==> config.mk <==
export PLATFORM = sky130hd
export DESIGN_NAME = online_mult_hd_param
export DESIGN_NICKNAME = d
export VERILOG_FILES = /design/src/rtl/online_sd_pkg.sv /design/src/rtl/sd_digit_select.sv /design/src/rtl/online_mult_hd_param.sv
export SDC_FILE = /design/constraint.sdc
export NUM_CORES = 1
export LEC_CHECK = 0
export CORE_MARGIN = 1.5
export CORE_UTILIZATION = 42
export CTS_CLUSTER_SIZE = 12
export DETAILED_ROUTE_END_ITERATION = 8
export PLACE_DENSITY = 0.7
export SLEW_MARGIN = 40
export SYNTH_ARGS = -nofsm -noshare
export SYNTH_HDL_FRONTEND = slang
export SYNTH_SLANG_ARGS = --single-unit
==> constraint.sdc <==
create_clock -name clk -period 10.3 [get_ports clk]
set_clock_uncertainty 0.05 [all_clocks]
set_input_delay 2.575 -clock clk [delete_from_list [all_inputs] [get_ports clk]]
set_output_delay 2.575 -clock clk [all_outputs]
set_load 0.05 [all_outputs]
==> src/rtl/online_sd_pkg.sv <==
// Shared definitions for the radix-2 online signed-digit datapath:
// digit encodings, digit<->integer helpers, online delay and frame states.
package online_sd_pkg;

  localparam int DELTA = 3;

  localparam logic [1:0] SD_POS  = 2'b01;
  localparam logic [1:0] SD_ZERO = 2'b00;
  localparam logic [1:0] SD_NEG  = 2'b11;

  typedef enum logic [1:0] {LOAD, RUN, FLUSH} state_t;

  // 2'b10 is not a legal digit and decodes as zero.
  function automatic logic signed [1:0] sd_to_int(input logic [1:0] d);
    if (d == SD_POS)      return 2'sd1;
    else if (d == SD_NEG) return -2'sd1;
    else                  return 2'sd0;
  endfunction

  function automatic logic [1:0] int_to_sd(input logic signed [1:0] v);
    if (v == 2'sd1)       return SD_POS;
    else if (v == -2'sd1) return SD_NEG;
    else                  return SD_ZERO;
  endfunction

endpackage

==> src/rtl/sd_digit_select.sv <==
// Radix-2 online digit selection on a truncated residual estimate
// (3 integer bits incl. sign, FRAC_EST fraction bits).
module sd_digit_select
  import online_sd_pkg::*;
#(
  parameter int FRAC_EST = 2
) (
  input  logic signed [FRAC_EST+2:0] v_est,
  output logic        [1:0]          p
);

  localparam logic signed [FRAC_EST+2:0] HALF  = (FRAC_EST+3)'(1) << (FRAC_EST-1);
  localparam logic signed [FRAC_EST+2:0] NHALF = -HALF;

  always_comb begin
    p = SD_ZERO;
    if (v_est >= HALF)      p = SD_POS;
    else if (v_est < NHALF) p = SD_NEG;
  end

endmodule

==> src/rtl/online_mult_hd_param.sv <==
// Radix-2 MSD-first online multiplier with NDIG-digit frames, online delay 3,
// joint X/Y handshake, output backpressure and an end-of-frame marker.
module online_mult_hd_param
  import online_sd_pkg::*;
#(
  parameter int NDIG     = 8,
  parameter int FRAC_EST = 2
) (
  input  logic       clk,
  input  logic       asyn_reset,
  input  logic [1:0] x_value,
  input  logic       data_x_vld,
  output logic       data_x_rdy,
  input  logic [1:0] y_value,
  input  logic       data_y_vld,
  output logic       data_y_rdy,
  output logic [1:0] p_value,
  output logic       data_out_vld,
  input  logic       data_out_rdy,
  output logic       data_out_last
);

  localparam int XW = NDIG + 2;           // operand registers, 1 integer bit
  localparam int WW = NDIG + 6;           // residual, 3 integer bits
  localparam int F  = NDIG + 3;           // residual fraction bits
  localparam int EW = FRAC_EST + 3;
  localparam int CW = $clog2(NDIG + DELTA);

  localparam logic [CW-1:0] CNT_LOAD_END = CW'(DELTA - 1);
  localparam logic [CW-1:0] CNT_RUN_END  = CW'(NDIG - 1);
  localparam logic [CW-1:0] CNT_LAST     = CW'(NDIG + DELTA - 1);
  localparam logic signed [WW-1:0] ONE   = WW'(1) << F;

  state_t state, state_nxt;
  logic [CW-1:0] cnt;
  logic in_state, out_space, step, emit, frame_end;

  logic signed [XW-1:0] x_q, y_q, x_nxt, y_nxt, x_add, y_add, wgt;
  logic signed [WW-1:0] w_q, v, w_nxt, x_ext, y_ext, tx, ty, p_w;
  logic signed [EW-1:0] v_est;
  logic signed [1:0]    xd, yd, pd;
  logic        [1:0]    p_sel;

  // Control: handshake, step enable and next state.
  always_comb begin
    in_state   = (state == LOAD) || (state == RUN);
    out_space  = !data_out_vld || data_out_rdy;
    data_x_rdy = !asyn_reset && in_state && out_space && data_y_vld;
    data_y_rdy = !asyn_reset && in_state && out_space && data_x_vld;
    step       = !asyn_reset && out_space &&
                 ((in_state && data_x_vld && data_y_vld) || (state == FLUSH));
    emit       = step && (state != LOAD);
    frame_end  = step && (state == FLUSH) && (cnt == CNT_LAST);
    state_nxt  = state;
    case (state)
      LOAD:    if (step && cnt == CNT_LOAD_END) state_nxt = RUN;
      RUN:     if (step && cnt == CNT_RUN_END)  state_nxt = FLUSH;
      FLUSH:   if (frame_end)                   state_nxt = LOAD;
      default: state_nxt = LOAD;
    endcase
  end

  always_ff @(posedge clk) begin
    if (asyn_reset) state <= LOAD;
    else            state <= state_nxt;
  end

  // Recurrence: Y is appended before use, X after (X term uses the old prefix).
  always_comb begin
    xd  = in_state ? sd_to_int(x_value) : 2'sd0;
    yd  = in_state ? sd_to_int(y_value) : 2'sd0;
    wgt = XW'(1) << (CW'(NDIG) - cnt);
    x_add = '0;
    y_add = '0;
    if (xd == 2'sd1)       x_add = wgt;
    else if (xd == -2'sd1) x_add = -wgt;
    if (yd == 2'sd1)       y_add = wgt;
    else if (yd == -2'sd1) y_add = -wgt;
    x_nxt = x_q + x_add;
    y_nxt = y_q + y_add;
    // Operand LSB is always zero, so the 2^-3 alignment is an exact >>> 1.
    y_ext = {{(WW-XW){y_nxt[XW-1]}}, y_nxt};
    x_ext = {{(WW-XW){x_q[XW-1]}}, x_q};
    tx = '0;
    ty = '0;
    if (xd == 2'sd1)       tx = y_ext >>> 1;
    else if (xd == -2'sd1) tx = -(y_ext >>> 1);
    if (yd == 2'sd1)       ty = x_ext >>> 1;
    else if (yd == -2'sd1) ty = -(x_ext >>> 1);
    v     = (w_q <<< 1) + tx + ty;
    v_est = v[WW-1 -: EW];
    // Initial delay steps only accumulate; no digit is retired.
    pd  = (state == LOAD) ? 2'sd0 : sd_to_int(p_sel);
    p_w = '0;
    if (pd == 2'sd1)       p_w = ONE;
    else if (pd == -2'sd1) p_w = -ONE;
    w_nxt = v - p_w;
  end

  sd_digit_select #(.FRAC_EST(FRAC_EST)) u_sel (
    .v_est (v_est),
    .p     (p_sel)
  );

  always_ff @(posedge clk) begin
    if (asyn_reset) begin
      x_q           <= '0;
      y_q           <= '0;
      w_q           <= '0;
      cnt           <= '0;
      p_value       <= SD_ZERO;
      data_out_vld  <= 1'b0;
      data_out_last <= 1'b0;
    end else begin
      if (frame_end) begin
        x_q <= '0;
        y_q <= '0;
        w_q <= '0;
        cnt <= '0;
      end else if (step) begin
        x_q <= x_nxt;
        y_q <= y_nxt;
        w_q <= w_nxt;
        cnt <= cnt + CW'(1);
      end
      if (emit) begin
        p_value       <= int_to_sd(pd);
        data_out_vld  <= 1'b1;
        data_out_last <= frame_end;
      end else if (data_out_vld && data_out_rdy) begin
        data_out_vld  <= 1'b0;
        data_out_last <= 1'b0;
      end
    end
  end

endmodule

# Word-level counts from Yosys, hierarchy flattened
# Cells that the tools add are included.
[totals]
ff_bits = 43
latch_bits = 0
ramBits = 0
rom_bits = 0
inputBits = 9
out_inout_bits = 6
elab_cells = 95
n_memories = 0
[op_classes]
addsub = 10
mul = 0
div = 0
n_lt_le_gt_ge = 2
eq_ne = 20
shift = 1
muxes = 30
bitwise_logic = 0
reduce_logical = 24
[ops]
columns = ["cell", "count"]
rows = [
  ["$mux 14", 4],
  ["$mux 10", 4],
  ["$mux 2", 16],
  ["$add 14x14->14", 2],
  ["$neg 9->14", 2],
  ["$mux 13", 2],
  ["$add 10x10->10", 2],
  ["$eq 2x1->1 const B", 7],
  ["$eq 2x2->1 const B", 7],
  ["$logic_and 1x1->1", 14],
  ["$sub 13x13->13", 1],
  ["$neg 10->10", 1],
  ["$shl 1x4->10 const A", 1],
  ["$pmux 2 s3", 1],
  ["$ge 5x3->1 const B", 1],
  ["$lt 5x2->1 const B", 1],
  ["$add 4x1->4 const B", 1],
  ["$eq 4x2->1 const B", 1],
  ["$eq 4x3->1 const B", 1],
  ["$eq 4x4->1 const B", 1],
  ["$ne 2x1->1 const B", 2],
  ["$reduce_bool 2->1", 2],
  ["$sub 4x4->4 const A", 1],
  ["$logic_or 1x1->1", 3],
  ["6 further kinds", 9],
]

# Depth between registers and ports, before layout
[logic_depth]
depth_word = 24
depth_mapped = 38
mapped_depth_nobuf = 36

# Modules after synthesis
# Synthesis repeated with hierarchy kept, for this count alone.
[unflattened]
hier_cells = 613
hier_area_um2 = 4546.9
[modules_own_cells]
columns = ["module", "instances", "cells_each", "area_per_inst_um2", "seq_area_each_um2"]
rows = [
  ["online_mult_hd_param", 1, 609, 4518.1, 860.8],
  ["sd_digit_select", 1, 4, 28.8, 0.0],
]

# Least setup slack after synthesis
# Ideal clock, no wire load.
[synth_timing]
path_type = "input -> register"
startpoint = "input port y_value[1]"
endpoint = "register w_q[12]"
setup_ns = 0.062
arrival_time_ns = 8.344
setup_slack_ns = 1.844
stages = 31
n_path_buf = 2
path_cell_list = "clkbuf_1 > clkbuf_1 > nor2_1 > a21oi_1 > nor2_1 > ha_1 > a211oi_2 > nor4b_1 > nand4b_1 > nor3_1 > nand3_1 > nand2_1 > xnor2_1 > nand2_1 > fa_1 > inv_1 > ha_1 > o21ai_0 > a21oi_1 > o211ai_1 > a311oi_1 > nor2_1 > xnor2_1 > a311oi_2 > nor2_1 > a211oi_1 > ha_1 > xor2_1 > or4_1 > or3_1 > nand3_1"
[synth_between]
elab_chain_cells = 24
word_cells_on_any_way = 31
classes_between = "add/sub (5); order compare (2); eq/ne (8); mux (16)"
[synth_lines]
columns = ["element", "line", "rtl"]
rows = [
  ["start: declaration", "online_mult_hd_param.sv:14", "input logic [1:0] y_value,"],
  ["$eq 2x2->1", "online_sd_pkg.sv:16", "else if (d == SD_NEG) return -2'sd1;"],
  ["$mux 2", "online_sd_pkg.sv:16", ""],
  ["$mux 2 *", "online_sd_pkg.sv:15", "if (d == SD_POS) return 2'sd1;"],
  ["$mux 2 *", "online_mult_hd_param.sv:71", "yd = in_state ? sd_to_int(y_value) : 2'sd0;"],
  ["$eq 2x1->1", "online_mult_hd_param.sv:78, online_mult_hd_param.sv:89", ""],
  ["$mux 10", "online_mult_hd_param.sv:78", "else if (yd == -2'sd1) y_add = -wgt;"],
  ["$mux 10", "online_mult_hd_param.sv:77", "if (yd == 2'sd1) y_add = wgt;"],
  ["$add 10x10->10", "online_mult_hd_param.sv:80", "y_nxt = y_q + y_add;"],
  ["(+9 left out)", "n/a", ""],
  ["$mux 2", "online_sd_pkg.sv:16", ""],
  ["$mux 2 *", "online_sd_pkg.sv:15", ""],
  ["$mux 2 *", "online_mult_hd_param.sv:93", "pd = (state == LOAD) ? 2'sd0 : sd_to_int(p_sel);"],
  ["$eq 2x1->1", "online_mult_hd_param.sv:96", "else if (pd == -2'sd1) p_w = -ONE;"],
  ["$mux 13", "online_mult_hd_param.sv:96", ""],
  ["$mux 13 *", "online_mult_hd_param.sv:95", "if (pd == 2'sd1) p_w = ONE;"],
  ["named net p_w[11]", "online_mult_hd_param.sv:39", "logic signed [WW-1:0] w_q, v, w_nxt, x_ext, y_ext, tx, ty, p_w;"],
  ["$sub 13x13->13 *", "online_mult_hd_param.sv:97", "w_nxt = v - p_w;"],
  ["end signal: assignment", "online_mult_hd_param.sv:123", "w_q <= w_nxt;"],
  ["end: declaration", "online_mult_hd_param.sv:39", ""],
]
# The timed path passes the listed nets; every way through them passes the cells marked *.
# A chain may end at the register's enable or synchronous reset.

# Final worst setup path
# Ends and elaborated chain as after synthesis.

==> impl_metrics.toml <==
[critical_path]
slowest_stage = "sky130_fd_sc_hd__clkdlybuf4s50_1"
worst_setup_path_end_kind = "flip-flop"
crit_path_start_kind = "input port"
critPathMaxFanout = 15
worstPathArrival_ns = 9.73
crit_type = "input port to flip-flop"
worst_path_largest_cell_delay_ns = 0.82
cp_data_required_time_ns = 10.50

[sta]
setup_ws_ns = 0.7721
period_needed_ns = 9.528
relSlewSlack_pct = 53.75
rsz0062_at_grt = "false"
timing.final.setup_violations = 0
min_period_over_period_pct = 92.50
totalNegativeSetupSlack_ns = 0
slew_viol_final = 0
fmaxAchievable_mhz = 105.0
final_report_hold_violation_count = 0
worstMarginPinSlew_ns = 0.6865

[final_layout]
number_of_inserted_diodes = 0
most-common-layout-cells = "sky130_fd_sc_hd__nand2_1, sky130_fd_sc_hd__nor2_1, sky130_fd_sc_hd__a21oi_1, sky130_fd_sc_hd__inv_1, sky130_fd_sc_hd__dfxtp_1"
fin_nets = 691
flow.area_growth_from_synthesis_pct = 8.803
fillerInstances = 1077
post-route-cell-area_um2 = 4980
post_route_insts_no_fill = 763
final_common_cell = "sky130_fd_sc_hd__nand2_1"
drive_above_1_share_pct = 5.263

[synthesis]
syn_area_um2 = 4577
postSynthCellCount = 626
synthesis.area_per_instance_um2 = 7.311
yosysWarnings = 0
main_flop_type_after_synthesis = "sky130_fd_sc_hd__dfxtp_1"
synth-edff-count = 0
synth-seq-cells = 43
synth.net_count = 691
synth_async_sr_flop_share_pct = 0
sequential_fraction_of_the_synthesis_area_pct = 18.81
synth_cell_types = 60

[route]
wl_per_cell_um = 14.42
num_vias = 4191
detailedRoute.firstPassIterationCount = 5
remaining_drc_errors = 0
postRouteAntennaNets = 0
avg_vias_per_cell = 5.493
drt-total-wl_um = 11000
drt-initial-drc-count = 190

[die]
die_outline_height_um = 107.4
die_area_um2 = 11530
floorplan.io_pins = 15
std_cell_rows = 37
start_util_pct = 43.75
core_um2 = 10460
die_width_um = 107.4

[clock_network]
cts_tree = "yes"
ctsResizeCount = 0
clk_root_buffer_cell = "sky130_fd_sc_hd__clkbuf_8"
hold_buffers = 0
cts-buffers-inserted = 5
clk_pin_slew_ns = 0.10
tritoncts_num_sinks = 43
clock_tree.htree_level_count = 2
post_cts.repair.setup_buffers = 0
insertion_delay_ns = 0.31
cts-root-to-sink-buffers = 2

[power]
finalPower_uw = 484.0
power_density_nw_per_um2 = 97.19
p_leak_uw = 0.002104
vdd.ir_drop.worst_v = 0.00006508

[global_route]
grt_max_degree = 40
antenna_violations_before_repair = 0
grt_pass1_wl_um = 18630
gr-total-overflow = 0
globalRouteTotalUtil_pct = 19.85
vias_in_the_first_global_route = 4019

[place]
dp.final_hpwl_um = 8209
place.gp.congestion = 0.8700
place.detailed.instances = 755
place_area_um2 = 4840
detailedPlace.worstSlack_ns = 0.6095
port_buffers = 14

[hold_path]
hold_path.class = "flip-flop to flip-flop"

[outcome]
status = "complete, no violations"

[run]
max-cap-violations = 0
-- per-layer routing --
layer  track usage [%]  part of all wire (%)  wire, µm  vias up
met5                 0                     0         0        -
met4             7.143                   2.2       245        0
met1             25.57                    47      5197     1936
met2             33.62                    47      5126       94
met3             2.966                   3.9       432       24
li1                  -                     -         -     2137
-- registers in the layout (all words and copies together) (netlist names) --
register and cells:
w_q 13, x_q 10, y_q 10, cnt 4
p_value 2, state 2, data_out_last 1, data_out_vld 1
-- per-stage QoR --
step | hold slack (ns) | utilization [%]
2_1_floorplan | 0.3819 | -
3_3_place_gp | 0.3904 | 46.26
3_5_place_dp | 0.3981 | 46.26
4_1_cts | 0.4117 | 47.52
5_1_grt | 0.4290 | 47.60
6_report | 0.4098 | 47.60
-- final timing paths --
| check | end | start | slack [ns] | cells after the start |
|---|---|---|---|---|
| max | w_q[12] | y_value[1] | 0.77 | 30 |
| min | w_q[0] | w_q[0] | 0.41 | 2 |
| max reg2reg | w_q[12] | cnt[0] | 1.96 | 35 |
| min reg2reg | w_q[0] | w_q[0] | 0.41 | 2 |
-- synth_stat cells, drive strengths merged (2+ instances only) --
master | n | area, µm²
nand2 | 99 | 371.6
a21oi | 61 | 309.1
nor2 | 60 | 225.2
inv | 49 | 183.9
dfxtp | 43 | 860.8
ha | 41 | 513.0
xnor2 | 41 | 374.1
o21ai | 28 | 140.1
clkbuf | 23 | 86.33
nand2b | 17 | 106.4
fa | 15 | 300.3
a211oi | 13 | 102.6
nor3 | 12 | 60.06
nand3 | 10 | 50.05
xor2 | 9 | 86.34
o31ai | 8 | 65.06
or3 | 8 | 50.05
and3 | 7 | 43.79
a21o | 6 | 45.04
buf | 6 | 33.78
nor2b | 6 | 37.54
a2111oi | 5 | 43.79
nand3b | 5 | 37.54
o21a | 5 | 37.54
or4 | 5 | 41.29
and2 | 4 | 25.02
o211ai | 4 | 30.03
o21bai | 4 | 30.03
or2 | 4 | 25.03
a311oi | 3 | 38.79
nor4 | 3 | 25.02
a211o | 2 | 17.52
a31oi | 2 | 12.51
mux2i | 2 | 20.02
nand4 | 2 | 12.51
o311a | 2 | 21.27
o31a | 2 | 17.52
-- cells by family after synthesis --
logic type | count (synthesis) | synth area share, %
AOI/OAI and AO/OA | 150 | 21.02
adders and majority gates | 56 | 17.77
DFF | 43 | 18.81
xor gates and xnor gates | 50 | 10.06
and+or+nand+nor | 247 | 25.26
muxes | 2 | 0.4374
buffers and inverters | 78 | 6.643
-- area by class of cell --
class | instances | area (µm²) | area share (%)
repair buffers | 22 | 200.2 | 4.020
clock buffers | 6 | 72.57 | 1.457
multi-input cells | 505 | 3432 | 68.92
clock inverters | 2 | 60.06 | 1.206
inverters | 49 | 183.9 | 3.693
well taps | 136 | 170.2 | 3.417
flip-flops and latches | 43 | 860.8 | 17.29
-- where the power goes --
group | total [µW] | switching, µW | internal [µW]
Clock | 163 | 65.7 | 97.1
Sequential | 173 | 3.52 | 170
Combinational | 148 | 89.7 | 58.0
Total | 484 | 159 | 325
-- worst max-delay path: cells and delay by family --
family / cells / cell delay [ns]
AND/OR/NAND/NOR: 12 / 2.37
adder cells (fa/ha/maj): 4 / 1.40
AO/OA/AOI/OAI: 8 / 1.95
buffers and inverters: 2 / 0.86
XOR/XNOR: 4 / 0.55
Note: power is estimated with default switching activity, not from simulation.
==> edit 1: new RTL, same settings <==
Change the parameter `NDIG` from 8 to 4.
--- a/src/rtl/online_mult_hd_param.sv
+++ b/src/rtl/online_mult_hd_param.sv
@@ -4,5 +4,5 @@
   import online_sd_pkg::*;
 #(
-  parameter int NDIG     = 8,
+  parameter int NDIG     = 4,
   parameter int FRAC_EST = 2
 ) (
Formal check against the unedited RTL: not equivalent (Yosys sat finds a counterexample within 10 cycles, from zero or initial values and one cycle with asyn_reset high).
==> edit 1 against the original RTL <==
- cell area shrank 33%
- area after synthesis shrank 33%
- wire length shrank 39%
- global-route usage shrank 0.96 points
- sequential cell count shrank 13
- clock power shrank 44%
- first-iteration DRC count shrank 27%
- power shrank 35%
- setup slack gained 1000 ps
==> edit 1: results (changes against the original RTL) <==
Outcome
  – Status: finished, final reports clean

Placed design
  – Routability cong.: 0.852 (-2.1%)
  – Dpl cell area: 3240 um^2 (-33%)
  – Placed cell count: 497 (-34%)
  – Pre-CTS WS: 1510 ps (+897 ps)
  – Post-DP HPWL: 5060 um (-38%)

Layout
  – Signal buffers: 15 (-32%)
  – Fill count: 719 (-33%)
  – NonClk Buf Share: 4.45% (+0.43 points)
  – Fraction of standard cell area in multi-input logic: 67.6% (-1.3 points)
  – Clk tree area frac: 2.38% (-0.29 points)
  – # clk buffers: 5 (-1)
  – Max FFs per register: 9 (-4)
  – Area growth, synth to finish: 9.00%

Synthesis
  – Register area share after synthesis: 19.7% (+0.92 points)
  – Mapped Avg Cell Area: 7.52 um^2 (+2.8%)
  – Post-synth cell types: 52 (-13%)
  – Synth top cells by count: 53 x nand2_1, 43 x nor2_1, 36 x a21oi_1

Global routing
  – Largest net degree at the start of global routing: 29 (-28%)
  – First-pass GRT wire length: 11600 um (-38%)

Pwr
  – Leakage: 1.37 nW (-35%)
  – P_seq: 0.000122 W (-29%)
  – Switching share of power: 34.5% (+1.6 points)
  – VDD IR max: 0.0422 mV (-35%)

Worst setup path
  – WP data arrival: 8680 ps (-1050 ps)
  – Worst R2R Setup Slack: 3130 ps (+1170 ps)
  – Worst r2r dst: w_q[8]
  – Reg-to-Reg Start: cnt[1]

STA
  – Min cycle time layout: 8500 ps (-1030 ps)

Min path
  – HP Start: p_value[1]

Clocking
  – Clock Pin Slew Worst Setup and Hold Paths: 60 ps (-40 ps)

Route
  – DRT Pass-1 Iters: 4 (-1)
[edit 1: changes by cell type in the layout (fill, tap and decap cells not counted), moves of 10 or more]
cell | before | now
dfxtp_1 | 43 | 30
inv_1 | 49 | 34
nor2_1 | 60 | 43
ha_1 | 41 | 31
xnor2_1 | 38 | 20
a21oi_1 | 60 | 36
nand2_1 | 99 | 53
[edit 1: kinds of logic (layout without fill, tap and decap cells)]
group / after synthesis / count (layout) / share of synthesized area (%)
adder cells (fa/ha/maj): 42 / 42 / 20.0
flip-flops: 30 / 30 / 19.7
XOR/XNOR: 27 / 27 / 7.77
buffers and inverters: 53 / 56 / 7.11
AND/OR/NAND/NOR: 163 / 163 / 26.0
AO/OA/AOI/OAI: 88 / 88 / 18.7
multiplexers: 2 / 2 / 0.740
[edit 1: worst min-delay path by stage]
stage / to / slack (ps) / cells past startpoint
5_1_grt: p_value[1] / 430 / 2
6_report: p_value[1] / 400 / 2
3_3_place_gp: p_value[1] / 390 / 2
4_1_cts: p_value[1] / 400 / 2
3_5_place_dp: p_value[1] / 390 / 2
2_1_floorplan: w_q[4] / 380 / 2
[edit 1: critical path, delay by kind of cell]
family	cells	cell delay, ps
AO/OA/AOI/OAI	9	1850
AND/OR/NAND/NOR	11	1420
XOR/XNOR	1	190
buffers and inverters	3	920
adder cells (fa/ha/maj)	5	1710
[edit 1: routing by layer]
| layer | wire [um] | vias to the layer above | GRT usage (%) |
|---|---|---|---|
| met5 | 0 | - | 0 |
| met4 | 110 | 0 | 6.25 |
| met3 | 294 | 12 | 3.39 |
| met2 | 3210 | 48 | 33.4 |
| met1 | 3080 | 1216 | 23.1 |
| li1 | - | 1382 | - |
==> edit 2: new RTL, config.mk and constraints unchanged <==
Made on the original files. Encoding of `state_t`: now one-hot (3 bits for 3 states).
--- a/src/rtl/online_sd_pkg.sv
+++ b/src/rtl/online_sd_pkg.sv
@@ -9,5 +9,5 @@
   localparam logic [1:0] SD_NEG  = 2'b11;
 
-  typedef enum logic [1:0] {LOAD, RUN, FLUSH} state_t;
+  typedef enum logic [2:0] {LOAD = 3'b001, RUN = 3'b010, FLUSH = 3'b100} state_t;
 
   // 2'b10 is not a legal digit and decodes as zero.
Formal check against the unedited RTL: same outputs for any inputs over 4 cycles, from zero or initial values and one cycle with asyn_reset high; so few cycles prove little.
==> edit 2 against the original RTL <==
- cell area increased by 3.0%
- register-to-register slack worse by 130 ps
- setup slack gained 320 ps
- hold slack lost 3.5 ps
- area after synthesis up 3.8%
- power increased by 12%
- combinational power rose by 11%
- sequential cell count is 1 higher
- via count increased by 2.1%
- cell count rose by 2.1%
- wire length is 1.0% lower
- critical endpoint unchanged
- utilization shrank 0.67 points
==> edit 2: results (changes against the original RTL) <==
Synthesis
  – Adder-Cell Fraction of Synth Area: 17.1% (-0.66 points)
  – Post-Syn Nets: 707 (+2.3%)
  – Multiplexer share of the synthesized area: 1.11% (+0.67 points)
  – Synth Area in Compound Gates: 19.1% (-1.9 points)
  – Post-synth cell types: 63 (+5.0%)
  – Synth area leaders: dfxtp_1 19%, ha_1 11%, nand2_1 7.2%
  – Synth top cells by count: 91 x nand2_1, 76 x nor2_1, 58 x a21oi_1
  – Register area share after synthesis: 18.5% (-0.27 points)
  – Synth Area in XOR/XNOR: 10.8% (+0.76 points)

Layout
  – Fill count: 1122 (+4.2%)
  – Nets: 703 (+1.7%)
  – Share of cells above drive strength 1: 4.69% (-0.57 points)

STA
  – Min cycle time layout: 9200 ps (-324 ps)
  – Worst-margin pin slew: 773 ps (+87.0 ps)

Route
  – Routed wire length: 10900 um (-1.0%)
  – Routed vias: 4279 (+2.1%)
  – First DRT Iteration DRCs: 355 (+87%)

Worst setup path
  – Critical Path RT: 10480 ps (-20 ps)
  – Worst-path fanout max: 20 (+5)

Clocking
  – H-tree depth: 2 (unchanged)
  – Clock Pin Slew Worst Setup and Hold Paths: 60 ps (-40 ps)
  – Clock Path Buffers: 2 (unchanged)
  – PostCTS Resize Cnt: 0 (unchanged)
  – Clock root buffer: clkbuf_16
  – Worst skew pair latency: 290 ps (-20 ps)
  – Postcts setup bufs: 0 (unchanged)

Outcome
  – Status: finished, final reports clean

Pwr
  – VDD IR max: 0.0849 mV (+31%)
  – Switching share of power: 31.5% (-1.4 points)
  – Leakage: 2.17 nW (+3.4%)

Global routing
  – Vias in the first global route: 4040 (+0.52%)
  – GRT Total Usage: 19.5% (-0.31 points)
  – First-pass GRT wire length: 18700 um (+0.55%)

Placed design
  – Routability cong.: 0.907 (+4.3%)
  – Post-DP HPWL: 8290 um (+0.95%)
-- edit 2: layout make-up --
class	count	area, um^2	share of cell area [%]
Clock buffer	7	153	2.97
Clock inverter	1	30.0	0.585
Inverter	52	195	3.80
Multi-Input combinational cell	515	3510	68.4
Sequential cell	44	881	17.2
Tap cell	140	175	3.41
Timing Repair Buffer	20	185	3.61
-- edit 2: metrics by stage --
step / std cells / setup slack [ps] / hold slack [ps] / instance area [um^2] / util (%)
floorplan: 642 / 1990 / 382 / 4750 / -
global placement: 771 / 966 / 393 / 4950 / 45.3
finish: 779 / 1100 / 406 / 5130 / 46.9
global route: 779 / 549 / 434 / 5130 / 46.9
CTS: 779 / 1120 / 413 / 5130 / 46.9
detailed placement: 771 / 863 / 404 / 4950 / 45.3
-- edit 2: logic make-up after synthesis --
family / count (synthesis)
AO/OA/AOI/OAI: 143
XOR/XNOR: 54
adder cells (fa/ha/maj): 56
buffers and inverters: 83
flip-flops: 44
multiplexers: 4
AND/OR/NAND/NOR: 258
-- edit 2: worst paths after layout --
kind,slack [ps],depth (start not counted),end,from
max,1100,28,w_q[12],y_value[1]
min,410,2,w_q[0],w_q[0]
max reg2reg,1830,33,w_q[12],cnt[0]
min reg2reg,410,2,w_q[0],w_q[0]
-- edit 2: power by group through the flow --
stage | logic (W) | registers, W | clock network [W]
finish | 0.000165 | 0.000177 | 0.000199
global route | 0.000185 | 0.000177 | 0.000210
CTS | 0.000165 | 0.000177 | 0.000205
detailed placement | 0.000164 | 0.000181 | 0
global placement | 0.000160 | 0.000181 | 0
floorplan | 0.000132 | 0.000180 | 0
-- edit 2: critical path: stages --
cell,delay [ps]
clkdlybuf4s50_1,640
buf_4,280
nand2_1,90
xnor2_1,120
and3_1,210
ha_1,230
a21o_1,190
a21oi_1,220
nand2_1,130
xnor2_1,410
nand4b_1,200
o31ai_1,430
nor2_1,80
o21a_1,220
fa_1,400
ha_1,440
or4b_2,610
o211ai_1,110
a211oi_1,110
or3_1,410
mux2i_1,210
nor2_1,70
ha_1,220
xnor2_1,130
xnor2_1,210
nor3b_1,230
nand3_1,100
nand3b_1,90
-- edit 2: layer usage --
layer | share of wire [%] | GRT usage [%] | vias to the layer above
li1 | - | - | 2182
met1 | 49 | 27.2 | 1998
met2 | 46 | 31.9 | 85
met3 | 3.9 | 2.85 | 14
met4 | 1.1 | 4.27 | 0
met5 | 0 | 0 | -
